File: config.mk
export PLATFORM = sky130hd
export DESIGN_NAME = bp_update_sched
export DESIGN_NICKNAME = d
export VERILOG_FILES = /design/src/rtl/bp_sched_pkg.sv /design/src/rtl/bp_update_fifo.sv /design/src/rtl/bp_update_sched.sv
export SDC_FILE = /design/constraint.sdc
export NUM_CORES = 1
export LEC_CHECK = 0
export ABC_AREA = 1
export ABC_CLOCK_PERIOD_IN_PS = 3500
export CORE_ASPECT_RATIO = 1.2
export CORE_MARGIN = 2
export CORE_UTILIZATION = 40
export DETAILED_ROUTE_END_ITERATION = 7
export HOLD_SLACK_MARGIN = 0.15
export PLACE_DENSITY = 0.6
export SLEW_MARGIN = 20
export SYNTH_ARGS = -nofsm -noshare
export SYNTH_HDL_FRONTEND = slang
export SYNTH_SLANG_ARGS = --single-unit
File: constraint.sdc
create_clock -name clk -period 3.5 [get_ports clk]
set_clock_uncertainty 0.05 [all_clocks]
set_input_delay 1.05 -clock clk [delete_from_list [all_inputs] [get_ports clk]]
set_output_delay 1.05 -clock clk [all_outputs]
set_load 0.02 [all_outputs]
File: src/rtl/bp_sched_pkg.sv
// rtl/bp_sched_pkg.sv - shared types for the branch-predictor update scheduler
// Purpose : scheduler state enum and the queued update entry.
// Contents: sched_state_t (RUN, DRAIN, CLEAR)
//           upd_entry_t   {pc, taken}; ENTRY_PC_BITS bounds the PC width
package bp_sched_pkg;

   // Widest branch PC an update entry can carry; PC_BITS of the scheduler
   // must not exceed this.
   localparam int ENTRY_PC_BITS = 32;

   typedef enum logic [1:0] {
      RUN   = 2'd0,
      DRAIN = 2'd1,
      CLEAR = 2'd2
   } sched_state_t;

   typedef struct packed {
      logic [ENTRY_PC_BITS-1:0] pc;
      logic                     taken;
   } upd_entry_t;

endpackage

File: src/rtl/bp_update_fifo.sv
// rtl/bp_update_fifo.sv - in-order update queue with empty-queue fall-through
// Purpose : holds accepted updates in accept order.
// Ports   : clk, rst         clock, async active-high reset
//           push, push_data  write side
//           pop, pop_data    read side; pop_data shows push_data when empty
//           full, empty      occupancy flags
//           count            entries held, 0..DEPTH
module bp_update_fifo
   import bp_sched_pkg::*;
#(
   parameter  int DEPTH = 4,
   localparam int PTR_W = $clog2(DEPTH),
   localparam int CNT_W = $clog2(DEPTH) + 1
) (
   input  logic             clk,
   input  logic             rst,
   input  logic             push,
   input  upd_entry_t       push_data,
   input  logic             pop,
   output upd_entry_t       pop_data,
   output logic             full,
   output logic             empty,
   output logic [CNT_W-1:0] count
);

   upd_entry_t       mem [DEPTH];
   logic [PTR_W-1:0] wr_ptr;
   logic [PTR_W-1:0] rd_ptr;
   logic             bypass;
   logic             do_push;
   logic             do_pop;

   assign empty  = (count == '0);
   assign full   = (count == CNT_W'(DEPTH));
   // Push and pop together on an empty queue hands the entry straight
   // through, so an update issues the cycle after it is accepted.
   assign bypass   = empty && push && pop;
   assign do_push  = push && !full && !bypass;
   assign do_pop   = pop && !empty;
   assign pop_data = empty ? push_data : mem[rd_ptr];

   always_ff @(posedge clk or posedge rst) begin
      if (rst) begin
         wr_ptr <= '0;
         rd_ptr <= '0;
         count  <= '0;
      end else begin
         if (do_push) wr_ptr <= wr_ptr + 1'b1;
         if (do_pop)  rd_ptr <= rd_ptr + 1'b1;
         if (do_push && !do_pop)      count <= count + 1'b1;
         else if (!do_push && do_pop) count <= count - 1'b1;
      end
   end

   always_ff @(posedge clk) begin
      if (do_push) mem[wr_ptr] <= push_data;
   end

endmodule

File: src/rtl/bp_update_sched.sv
// rtl/bp_update_sched.sv - arbitrates branch-resolution updates and table clears
// Purpose : round-robin accepts one update per cycle into an in-order queue,
//           issues one update per cycle to the predictor, and on clear_req
//           drains the queue then zeroes every table line.
// Ports   : clk, rst                              clock, async active-high reset
//           req_valid, req_pc, req_taken, req_ready  N_REQ requester ports
//           clear_req, clear_busy                 clear request / in progress
//           upd_wr_en, upd_orig_pc, upd_is_taken  predictor update port
//           clr_wr_en, clr_addr                   line-clear port
module bp_update_sched
   import bp_sched_pkg::*;
#(
   parameter  int PC_BITS  = 32,
   parameter  int SIZE     = 1024,
   parameter  int N_REQ    = 2,
   parameter  int Q_DEPTH  = 4,
   localparam int SEL_BITS = $clog2(SIZE)
) (
   input  logic                     clk,
   input  logic                     rst,
   input  logic [N_REQ-1:0]         req_valid,
   input  logic [N_REQ*PC_BITS-1:0] req_pc,
   input  logic [N_REQ-1:0]         req_taken,
   output logic [N_REQ-1:0]         req_ready,
   input  logic                     clear_req,
   output logic                     clear_busy,
   output logic                     upd_wr_en,
   output logic [PC_BITS-1:0]       upd_orig_pc,
   output logic                     upd_is_taken,
   output logic                     clr_wr_en,
   output logic [SEL_BITS-1:0]      clr_addr
);

   localparam int RR_W  = (N_REQ > 1) ? $clog2(N_REQ) : 1;
   localparam int CNT_W = $clog2(Q_DEPTH) + 1;

   sched_state_t        state;
   sched_state_t        state_nxt;
   logic [RR_W-1:0]     rr_ptr;
   logic [SEL_BITS-1:0] clr_cnt;
   logic                gnt_found;
   logic [RR_W-1:0]     gnt_idx;
   logic                accept;
   logic                pop;
   upd_entry_t          push_entry;
   upd_entry_t          pop_entry;
   logic                q_full;
   logic                q_empty;
   logic [CNT_W-1:0]    q_count;

   // First valid requester at or after rr_ptr, wrapping.
   always_comb begin
      int k;
      gnt_found = 1'b0;
      gnt_idx   = '0;
      k         = 0;
      for (int i = 0; i < N_REQ; i++) begin
         k = int'(rr_ptr) + i;
         if (k >= N_REQ) k = k - N_REQ;
         if (!gnt_found && req_valid[k]) begin
            gnt_found = 1'b1;
            gnt_idx   = RR_W'(k);
         end
      end
   end

   // A full queue refuses even if it pops this cycle.
   assign accept = gnt_found && (state == RUN) && !q_full;

   always_comb begin
      req_ready = '0;
      if (accept) req_ready[gnt_idx] = 1'b1;
   end

   assign push_entry.pc    = ENTRY_PC_BITS'(req_pc[gnt_idx*PC_BITS +: PC_BITS]);
   assign push_entry.taken = req_taken[gnt_idx];

   assign pop = ((state == RUN) || (state == DRAIN)) && (!q_empty || accept);

   bp_update_fifo #(.DEPTH(Q_DEPTH)) u_fifo (
      .clk       (clk),
      .rst       (rst),
      .push      (accept),
      .push_data (push_entry),
      .pop       (pop),
      .pop_data  (pop_entry),
      .full      (q_full),
      .empty     (q_empty),
      .count     (q_count)
   );

   always_ff @(posedge clk or posedge rst) begin
      if (rst) begin
         state        <= RUN;
         rr_ptr       <= '0;
         clr_cnt      <= '0;
         upd_wr_en    <= 1'b0;
         upd_orig_pc  <= '0;
         upd_is_taken <= 1'b0;
      end else begin
         state     <= state_nxt;
         upd_wr_en <= pop;
         if (pop) begin
            upd_orig_pc  <= PC_BITS'(pop_entry.pc);
            upd_is_taken <= pop_entry.taken;
         end
         if (accept) begin
            rr_ptr <= (gnt_idx == RR_W'(N_REQ - 1)) ? '0 : gnt_idx + 1'b1;
         end
         // Counter only advances inside CLEAR, so it always enters at 0.
         clr_cnt <= (state == CLEAR) ? clr_cnt + 1'b1 : '0;
      end
   end

   always_comb begin
      state_nxt = state;
      unique case (state)
         RUN:     if (clear_req) state_nxt = DRAIN;
         // Wait for the queue and the last issued update to be gone.
         DRAIN:   if ((q_count == '0) && !upd_wr_en) state_nxt = CLEAR;
         CLEAR:   if (clr_cnt == SEL_BITS'(SIZE - 1)) state_nxt = RUN;
         default: state_nxt = RUN;
      endcase
   end

   assign clr_wr_en  = (state == CLEAR);
   assign clr_addr   = clr_cnt;
   assign clear_busy = (state != RUN);

endmodule
[Word level (Yosys, flattened, before mapping)]
Memory sizes are Yosys's and may differ from the RTL's.
Cells that the tools add are included.
Storage, ports and cells
  register bits after elaboration: 54
  memory bits (writable): 132
  input port bits: 71
  output and inout port bits: 48
  logic and storage cells: 88
  memories kept: 1
Memory list
  u_fifo.mem: words 4, bits a word 33, read ports 1, clocked after Yosys merged registers in 0, wr ports 1, RTL line bp_update_fifo.sv:26  | upd_entry_t mem [DEPTH];
Operators by class
  add/sub/neg operators: 9
  magnitude comparators: 6
  eq/ne operators: 7
  shifts and indexed selects: 1
  multiplexer cells: 28
  reductions and logical operators: 27
Operators with widths (number)
  $lt 32x3->1 const B: 2
  $mux 32: 2
  $shiftx 64x7->32: 1
  $mux 33: 1
  $mux 1: 16
  $logic_and 1x1->1: 13
  $add 10x1->10 const B: 1
  $eq 10x10->1 const B: 1
  $mux 10: 1
  $mux 2: 4
  $logic_not 1->1: 7
  $mux 3: 2
  $pmux 2 s3: 1
  $add 2x1->2 const B: 2
  $ne 2x1->1 const B: 2
  $reduce_bool 2->1: 2
  $add 3x1->3 const B: 1
  $eq 3x3->1 const B: 1
  $logic_not 3->1: 1
  $reduce_and 3->1: 1
  $sub 1x2->3 const B: 1
  $sub 2x2->3 const B: 1
  $sub 3x1->3 const B: 1
  $add 1x1->2 const B: 1
  other kinds (11): 12

[Depth between registers and ports, before layout]
  word-level depth: 20
  depth in mapped cells: 11

[By module]
Synthesis repeated with hierarchy kept, for this count alone.
Unflattened totals
  cell total of the unflattened synthesis: 1012
  area total of the unflattened synthesis: 8888.5 sq um
By module, submodules not included
  bp_update_fifo: instances 1, cells an instance 680, area an instance 6412.4 sq um, seq. area each 4139.0 sq um
  bp_update_sched: instances 1, cells an instance 332, area an instance 2476.1 sq um, seq. area each 1176.1 sq um

[Worst setup path before layout]
OpenSTA, ideal clock, no wires.
  path kind: input-to-reg
  start point: in req_valid[1]
  end point: mem u_fifo.mem[0][0] (netlist name), enable pin
  library setup time: 0.423 ns
  data arrival time: 2.905 ns
  data required time: 3.027 ns
  path slack: 0.122 ns
  cell stages on the path: 5
  cell sequence: buf_4 nor2_4 nor2_8 o21ai_2 nor2_1
On the way
  word-level cells in the longest chain between the ends: 16
RTL lines
  from (decl): RTL line bp_update_sched.sv:21  | input logic [N_REQ-1:0] req_valid,
  $mux 1 (not written as such) (3 in a row): RTL line bp_update_sched.sv:60  | if (!gnt_found && req_valid[k]) begin
  $mux 1: RTL line bp_update_sched.sv:60
  $logic_not 1->1: RTL line bp_update_sched.sv:60
  $logic_and 1x1->1: RTL line bp_update_sched.sv:60
  $mux 1 *: RTL line bp_update_sched.sv:60
  $logic_and 1x1->1 * (2 in a row): RTL line bp_update_sched.sv:68  | assign accept = gnt_found && (state == RUN) && !q_full;
  $logic_or 1x1->1: RTL line bp_update_sched.sv:78  | assign pop = ((state == RUN) || (state == DRAIN)) && (!q_empty || accept);
  $logic_and 1x1->1: RTL line bp_update_sched.sv:78
  $logic_and 1x1->1: RTL line bp_update_fifo.sv:37  | assign bypass = empty && push && pop;
  $logic_not 1->1: RTL line bp_update_fifo.sv:38  | assign do_push = push && !full && !bypass;
  $logic_and 1x1->1 *: RTL line bp_update_fifo.sv:38
  $mux 1 *: RTL line bp_update_fifo.sv:56  | if (do_push) mem[wr_ptr] <= push_data;
  $mux 1 (not written as such) *: RTL line bp_update_fifo.sv:56
  to (decl): RTL line bp_update_fifo.sv:26
Mark *: on every way between the ends. The rest lies on a longest branch, timed or not. The select of a mux whose other input is x is not followed.

[Worst setup path in the final report]
  start point: in req_valid[0]
  end point: out req_ready[1]
On the way
  word-level cells in the longest chain between the ends: 12
RTL lines
  $mux 1 (not written as such) (3 in a row): RTL line bp_update_sched.sv:60
  $mux 1: RTL line bp_update_sched.sv:60
  $logic_not 1->1: RTL line bp_update_sched.sv:60
  $logic_and 1x1->1: RTL line bp_update_sched.sv:60
  $mux 1: RTL line bp_update_sched.sv:60
  $lt 1x2->1 (not written as such) / $ge 1x1->1 (equally long branches): RTL line bp_update_sched.sv:72  | if (accept) req_ready[gnt_idx] = 1'b1;
  $logic_and 1x1->1 (not written as such): RTL line bp_update_sched.sv:72
  $mux 1 (not written as such): RTL line bp_update_sched.sv:72
  $demux 1 s1: RTL line bp_update_sched.sv:72
  $mux 2 *: RTL line bp_update_sched.sv:72
  to (decl): RTL line bp_update_sched.sv:24  | output logic [N_REQ-1:0] req_ready,
Marked as above.

==> impl_metrics.yaml <==
critical_path:
  critical_path_class: "primary input to output pin"
  r2r_end: "u_fifo.count[2]"
  start_kind: "primary input"
  rr_startpoint: "state[1]"
  crit_path_start: "req_valid[0]"
  r2r_setup_slack_ps: 1280
  worstPathMaxFanout: 3
  crit_end: "req_ready[1]"
  cp.arrival_ps: 2310
  reg2reg_depth: 12
  crit_required_ps: 2400
  worst_setup_path_end_kind: "output pin"
run_status:
  status: "complete, no violations"
logic_synthesis:
  synth_adder_area_share_pct: 1.063
  syn_nets: 1017
  synth_top_family_by_area: "simple AND/OR/NAND/NOR gates"
  muxShareOfSynthArea_pct: 0
  synth-seq-cells: 186
  ys_seq_area_share_pct: 59.41
  synthDistinctLibCells: 31
  postSynthAreaPerCell_sq_um: 9.527
  synth-xor-area-share_pct: 0.5874
  syn-cell-area_sq_mm: 0.008946
  yosysTopAreaCell: "edfxtp_1"
  ys_top_cells_by_area: "edfxtp_1 44%, dfrtp_1 15%, nand3_1 12%, nand2_1 10%, inv_1 6.4%"
  synth_compound_area_share_pct: 0.9650
  yosys.area_share.simple_pct: 28.14
  netlist_instances: 939
  ys_warn_count: 0
  netlist.area_leader.share_pct: 44.31
detailed_routing:
  drc: 0
  ant_nets: 0
  wire_per_inst_microns: 16.15
  drt_iter0_markers: 301
  wl_mm: 21.67
  vias_per_cell: 4.862
  vias: 6525
  drtPass1Iterations: 4
cts:
  clkTransAtPathRegs_ps: 60
  root_buffer: "clkbuf_16"
  clk_latency_ps: 430
  cts_tree: "done"
  cts.sinks: 186
  cts_buffers: 17
  ctsHoldBuffers: 0
  htreeDepth: 4
  cts_buffer_depth: 2
job:
  cap_violations: 0
timing:
  slew_headroom_pct: 50.12
  worstMarginPinSlew_ps: 748.2
  rsz0062_at_grt: "no"
  slew_viol_final: 0
  setup_viol: 0
  hold_ws_ps: 463.4
  min_period_ps: 3408
  fin_crit_sh_pct: 97.38
  fmax_mhz: 293.4
  final-hold-violation-count: 0
power_and_ir_drop:
  switching_share_pct: 19.81
  clock_power_share_pct: 43.8
  p_int_mw: 3.683
  power.density_mw_per_mm2: 415.1
  power_mw: 4.593
  power_switching_uw: 909.8
  p_comb_share_pct: 4.5
  seqPwrFrac_pct: 51.7
  p_leak_nw: 4.887
  ir_drop_uv: 349.7
min_path:
  hold_class: "flip-flop to flip-flop"
  min_delay_path_depth: 2
placement:
  hpwlAfterDp_mm: 13.39
  io_buffers: 118
  place.gp.congestion: 0.7621
  dp_cells: 1310
floorplan:
  start_util_pct: 40.94
  fp-row-count: 59
  die_y_microns: 167.8
  ioPinCount: 119
  die_w_microns: 140.5
  die_area_sq_mm: 0.02358
  core_sq_mm: 0.02185
layout:
  fill_cells: 2017
  final_cell_mix: "248 x nand2_1, 207 x nand3_1, 151 x inv_1, 132 x edfxtp_1, 115 x clkdlybuf4s50_1"
  syn2layout_area_growth_pct: 23.68
  nets: 1133
  final_common_cell: "nand2_1"
  drive_gt1_share_pct: 10.11
  diodes: 0
  fin_util_pct: 50.64
  final-instance-count-excl-fill: 1342
global_routing:
  grt_max_degree: 67
  antenna_found_initial: 0
  grt_pass1_vias: 6324
  grt_use_total_pct: 18.97
  overflow: 0
  grt_pass1_wl_mm: 34.30
[power by group through the flow]
stage / Clock, mW / Combinational, mW / Sequential (mW)
2_1_floorplan: 0 / 0.0913 / 2.42
6_report: 2.01 / 0.207 / 2.37
3_3_place_gp: 0 / 0.207 / 2.42
4_1_cts: 2.04 / 0.209 / 2.37
3_5_place_dp: 0 / 0.208 / 2.42
5_1_grt: 2.12 / 0.229 / 2.37
[through the flow]
step | setup WS (ps) | area (sq um) | setup TNS (ps)
global route | 8.842 | 11060 | 0
CTS | 68.27 | 11060 | 0
detailed placement | -199.2 | 10450 | -381.5
global placement | -201.7 | 10450 | -388.8
floorplan | 121.8 | 8946 | 0
finish | 91.82 | 11060 | 0
[metal layers]
metal	track usage, %	up-vias	routed length (microns)
li1	-	3263	-
met1	24.25	3108	9585
met2	33.01	138	10980
met3	3.441	16	818
met4	5.739	0	284
met5	0	-	0
[worst min path at each step]
stage                     from              end
2_1_floorplan           rr_ptr           rr_ptr
3_3_place_gp    upd_orig_pc[9]   upd_orig_pc[9]
3_5_place_dp   upd_orig_pc[15]  upd_orig_pc[15]
4_1_cts        upd_orig_pc[20]  upd_orig_pc[20]
5_1_grt        upd_orig_pc[22]  upd_orig_pc[22]
6_report       upd_orig_pc[20]  upd_orig_pc[20]
[logic make-up (layout without fill, tap and decap cells)]
| kind of cell | Yosys count | count (layout) |
|---|---|---|
| buffers and inverters | 202 | 331 |
| adders and majority gates | 7 | 7 |
| DFF | 186 | 186 |
| AOI/OAI and AO/OA | 16 | 16 |
| and+or+nand+nor | 522 | 522 |
| xor gates and xnor gates | 6 | 6 |
[registers in the layout (all words and copies together) (netlist names)]
signal,cells
u_fifo.count,3
u_fifo.rd_ptr,2
u_fifo.wr_ptr,2
u_fifo.mem,132
rr_ptr,1
state,2
upd_is_taken,1
upd_orig_pc,32
clr_addr,10
upd_wr_en,1
[area by class of cell]
class	instances	area (sq um)	area share, %
clock buffer	20	446.7	4.037
clock inverter	12	172.7	1.561
inverter	156	590.6	5.338
multi-input combinational	551	2781	25.14
sequential	186	5316	48.05
tap	274	342.8	3.098
timing repair buffer	143	1414	12.78
[critical path, cell delays in order]
cell	delay, ps
clkdlybuf4s50_1	560
nor2_4	70
nor2_8	140
nand2_8	50
nor2_1	120
clkdlybuf4s15_1	320
[synthesized netlist by cell type (all sizes together)]
library cell,count
a21oi,8
buf,36
clkbuf,10
dfrtp,54
edfxtp,132
fa,1
ha,6
inv,156
nand2,256
nand3,236
nor2,27
nor3,1
nor3b,1
o21ai,7
o21bai,1
or2,1
xnor2,1
xor2,5
[repair_timing]
action	CTS	global route
setup buffers	0	0
endpoints found under the setup margin	2	2
resized for setup	2	2
Power figures use the tool's default switching activity.
